**src/rtl/seven_seg_scanner.sv**
```systemverilog
// Three-digit multiplexed seven-segment driver: captures BCD digits, scans one digit
// slot per SCAN_DIV cycles with a dead cycle, leading-zero blanking and registered outputs.
module seven_seg_scanner #(
  parameter int SCAN_DIV     = 1000,
  parameter bit COMMON_ANODE = 1'b0
) (
  input  logic       clk,
  input  logic       rst,
  input  logic       load,
  input  logic [3:0] hundreds,
  input  logic [3:0] tens,
  input  logic [3:0] ones,
  input  logic       blank,
  output logic [6:0] seg,
  output logic [2:0] digit_en
);

  localparam logic [15:0] LAST_CNT = 16'(SCAN_DIV - 1);
  localparam logic [6:0]  SEG_OFF  = {7{COMMON_ANODE}};
  localparam logic [2:0]  EN_OFF   = {3{COMMON_ANODE}};

  // Index 0 = ones, 1 = tens, 2 = hundreds, matching the digit_en bit order.
  logic [2:0][3:0] digit_reg;
  logic [15:0]     cnt_reg;
  logic [1:0]      idx_reg;

  logic [3:0] cur_digit;
  logic       slot_lit;
  logic       active;
  logic [2:0] en_active;
  logic [6:0] seg_next;
  logic [2:0] digit_en_next;

  function automatic logic [6:0] decode(input logic [3:0] d);
    case (d)
      4'd0:    decode = 7'b0111111;
      4'd1:    decode = 7'b0000110;
      4'd2:    decode = 7'b1011011;
      4'd3:    decode = 7'b1001111;
      4'd4:    decode = 7'b1100110;
      4'd5:    decode = 7'b1101101;
      4'd6:    decode = 7'b1111101;
      4'd7:    decode = 7'b0000111;
      4'd8:    decode = 7'b1111111;
      4'd9:    decode = 7'b1101111;
      default: decode = 7'b1000000;
    endcase
  endfunction

  always_comb begin
    cur_digit = 4'd0;
    slot_lit  = 1'b0;
    case (idx_reg)
      2'd0: begin
        cur_digit = digit_reg[0];
        slot_lit  = 1'b1;
      end
      2'd1: begin
        cur_digit = digit_reg[1];
        slot_lit  = (digit_reg[2] != 4'd0) || (digit_reg[1] != 4'd0);
      end
      2'd2: begin
        cur_digit = digit_reg[2];
        slot_lit  = (digit_reg[2] != 4'd0);
      end
      default: begin
        cur_digit = 4'd0;
        slot_lit  = 1'b0;
      end
    endcase
    // The final count of each slot is a dead cycle to avoid ghosting between digits.
    active   = slot_lit && !blank && (cnt_reg != LAST_CNT);
    seg_next = active ? (decode(cur_digit) ^ SEG_OFF) : SEG_OFF;
  end

  for (genvar gi = 0; gi < 3; gi++) begin : g_en
    assign en_active[gi] = active && (idx_reg == 2'(gi));
  end

  assign digit_en_next = en_active ^ EN_OFF;

  always_ff @(posedge clk) begin
    if (rst) begin
      digit_reg <= '0;
      cnt_reg   <= '0;
      idx_reg   <= '0;
      seg       <= SEG_OFF;
      digit_en  <= EN_OFF;
    end else begin
      if (load) begin
        digit_reg <= {hundreds, tens, ones};
      end
      if (cnt_reg == LAST_CNT) begin
        cnt_reg <= '0;
        idx_reg <= (idx_reg == 2'd2) ? 2'd0 : idx_reg + 2'd1;
      end else begin
        cnt_reg <= cnt_reg + 16'd1;
      end
      seg      <= seg_next;
      digit_en <= digit_en_next;
    end
  end

endmodule

```
**config.mk**
```make
export PLATFORM = sky130hd
export DESIGN_NAME = seven_seg_scanner
export DESIGN_NICKNAME = d
export VERILOG_FILES = /design/src/rtl/seven_seg_scanner.sv
export SDC_FILE = /design/constraint.sdc
export NUM_CORES = 1
export LEC_CHECK = 0
export ABC_AREA = 1
export ABC_CLOCK_PERIOD_IN_PS = 2600
export CAP_MARGIN = 20
export CORE_UTILIZATION = 58
export DETAILED_ROUTE_END_ITERATION = 6
export PLACE_DENSITY = 0.83
export REMOVE_ABC_BUFFERS = 1
export SKIP_CTS_REPAIR_TIMING = 1
export SLEW_MARGIN = 20
export SYNTH_ARGS = -nofsm -noshare
export SYNTH_HDL_FRONTEND = slang
export SYNTH_SLANG_ARGS = --single-unit
```
**constraint.sdc**
```tcl
create_clock -name clk -period 2.6 [get_ports clk]
set_clock_uncertainty 0.1 [all_clocks]
set_input_delay 0.39 -clock clk [delete_from_list [all_inputs] [get_ports clk]]
set_output_delay 0.39 -clock clk [all_outputs]
set_load 0.05 [all_outputs]
```
==> flow_metrics.py <==
metrics = {
    "status": {
        "status": "finished clean",
    },
    "worst_setup_path": {
        "ff2ff_setup_slack_ps": 690,
        "critPathMaxFanout": 1,
        "crit_slowest_cell": "clkdlybuf4s50_1",
        "slowest_delay_ps": 800,
        "criticalPathCategory": "reg -> out",
        "cpLargestDelayFamily": "buffers and inverters",
        "required_ps": 2110,
        "cp-end-kind": "output pin",
        "worstSetupStartpointType": "register",
        "cp_num_buf_inv": 1,
        "path_cells": "clkdlybuf4s50_1",
        "worstPathArrival_ps": 1470,
    },
    "global_route": {
        "overflow": 0,
        "grt_pass1_vias": 1594,
        "grt_usage_pct": 25.09,
        "grt_max_degree": 17,
        "grt_first_pass_wirelength_um": 6665,
        "antenna_found_initial": 0,
    },
    "power_and_ir_drop": {
        "switchingPower_w": 0.0003070,
        "power_frac_clock_pct": 26.2,
        "power_density_nw_per_um2": 486.8,
        "seq_power_share_pct": 58.5,
        "p_comb_share_pct": 15.4,
        "internal_power_w": 0.0008057,
        "p_leak_nw": 0.9903,
        "netSwitchingFraction_pct": 27.59,
        "ir_worst_vdd_v": 0.0003106,
    },
    "finish": {
        "syn_to_final_growth_pct": 17.04,
        "multiInputGateArea_um2": 979.7,
        "fin_nets": 337,
        "drive_above_1_share_pct": 6.051,
        "final_common_cell": "nand2_1",
        "largest_register_ffs": 16,
        "final_cell_area_um2": 2286,
        "mostFrequentLayoutCells": "64 x nand2_1, 48 x nor2_1, 40 x dfxtp_1",
        "regArea_um2": 800.8,
        "fillers": 279,
        "n_antenna_cell": 0,
    },
    "clock_network": {
        "cts_tree": "yes",
        "htreeDepth": 2,
        "numCtsBuffers": 5,
        "clock_latency_ps": 360,
        "clockRootBuffer": "clkbuf_4",
        "clockBufferDepth": 2,
        "clock-sinks": 40,
        "cts.clk_slew.worst_paths_ps": 100,
    },
    "synthesis": {
        "yosys_warnings": 0,
        "seq_area_frac_synth_pct": 41.00,
        "synth-seq-cells": 40,
        "syn_area_per_cell_um2": 6.829,
        "synth_area_um2": 1953,
        "synthCells": 286,
        "post_synth_num_cell_types": 24,
    },
    "timing": {
        "fmax_mhz": 510.4,
        "fin_tns_setup_ps": 0,
        "rsz0062_at_grt": "no",
        "finalSetupViolCount": 0,
        "final.period_utilization_pct": 75.36,
        "min_period_ps": 1959,
        "slew_headroom_pct": 66.79,
        "fin_ws_ps": 640.8,
        "hold_viol": 0,
        "worstMarginPinSlew_ps": 496.6,
        "final_max_slew_viol_count": 0,
        "hold_slack_ps": 351.1,
    },
    "floorplanning": {
        "core_um2": 3128,
        "dieArea_um2": 3604,
        "dieWidth_um": 60.03,
        "pin_count": 26,
        "die_h_um": 60.03,
        "rows": 20,
        "start_util_pct": 62.44,
    },
    "placement": {
        "port_buffers": 25,
        "place.gp.congestion": 0.8541,
        "dp_hpwl_um": 2853,
        "place_ws_ps": 717.5,
        "place_area_um2": 2240,
    },
    "drt": {
        "drt_pass1_iterations": 4,
        "wl_per_cell_um": 10.44,
        "antenna_left": 0,
        "drtIter0Drc": 102,
        "drc": 0,
        "wl_um": 3737,
        "vias_per_cell": 5.070,
        "route.vias.total": 1815,
    },
    "job": {
        "maxCapViolCount": 0,
    },
    "hold_path": {
        "hold_path.class": "reg -> reg",
    },
}
[layout make-up]
class | instances | share of cell area (%)
Multi-Input combinational cell | 201 | 42.86
Sequential cell | 40 | 35.03
Timing Repair Buffer | 25 | 10.95
Inverter | 41 | 6.732
Tap cell | 44 | 2.408
Clock buffer | 6 | 1.806
Clock inverter | 1 | 0.2189
[cells in the mapped netlist, drive strengths merged]
master / count / area, um^2
nand2: 66 / 252.7
nor2: 53 / 216.5
inv: 41 / 153.9
dfxtp: 40 / 800.8
nand3: 23 / 132.6
a21oi: 16 / 80.08
o21ai: 15 / 75.07
nand4: 8 / 50.05
nor3: 8 / 45.04
ha: 7 / 87.58
buf: 2 / 11.26
clkbuf: 2 / 7.510
xor2: 2 / 17.52
nor3b: 1 / 7.510
or2: 1 / 6.260
xnor2: 1 / 8.760
[final timing paths]
| kind | start | end | cells past startpoint |
|---|---|---|---|
| max | digit_en[2] | digit_en[2] | 1 |
| min | cnt_reg[0] | cnt_reg[0] | 1 |
| max reg2reg | idx_reg[1] | seg[3] | 13 |
| min reg2reg | cnt_reg[0] | cnt_reg[0] | 1 |
[per-layer routing]
metal | vias to the layer above | global-route usage (%) | share of wire, %
met1 | 811 | 29.97 | 47
li1 | 961 | - | -
met3 | 4 | 8.442 | 4.2
met5 | - | 0 | 0
met4 | 0 | 9.302 | 1.4
met2 | 39 | 41.59 | 47
[power by group through the flow]
stage / clock network, W / logic (W) / registers (W)
after floorplan: 0 / 0.0000829 / 0.000692
after global placement: 0 / 0.000167 / 0.000664
after detailed placement: 0 / 0.000171 / 0.000665
after CTS: 0.000297 / 0.000172 / 0.000651
after global routing: 0.000328 / 0.000193 / 0.000654
final: 0.000291 / 0.000171 / 0.000651
[logic make-up after synthesis]
kind of cell    after synthesis  share of synthesized area (%)
compound gates               31                          7.944
xor+xnor                      3                          1.346
fa+ha+maj                     7                          4.484
buf+inv                      45                          8.841
flops                        40                          41.00
simple gates                160                          36.39
[per-stage QoR]
stage	utilization [%]	power (W)	std cells
6_report	73.08	0.001113	358
5_1_grt	73.08	0.001174	358
4_1_cts	73.08	0.001120	358
3_5_place_dp	71.60	0.0008356	351
2_1_floorplan	-	0.0007744	282
3_3_place_gp	71.60	0.0008316	351
Note: power is estimated with default switching activity, not from simulation.
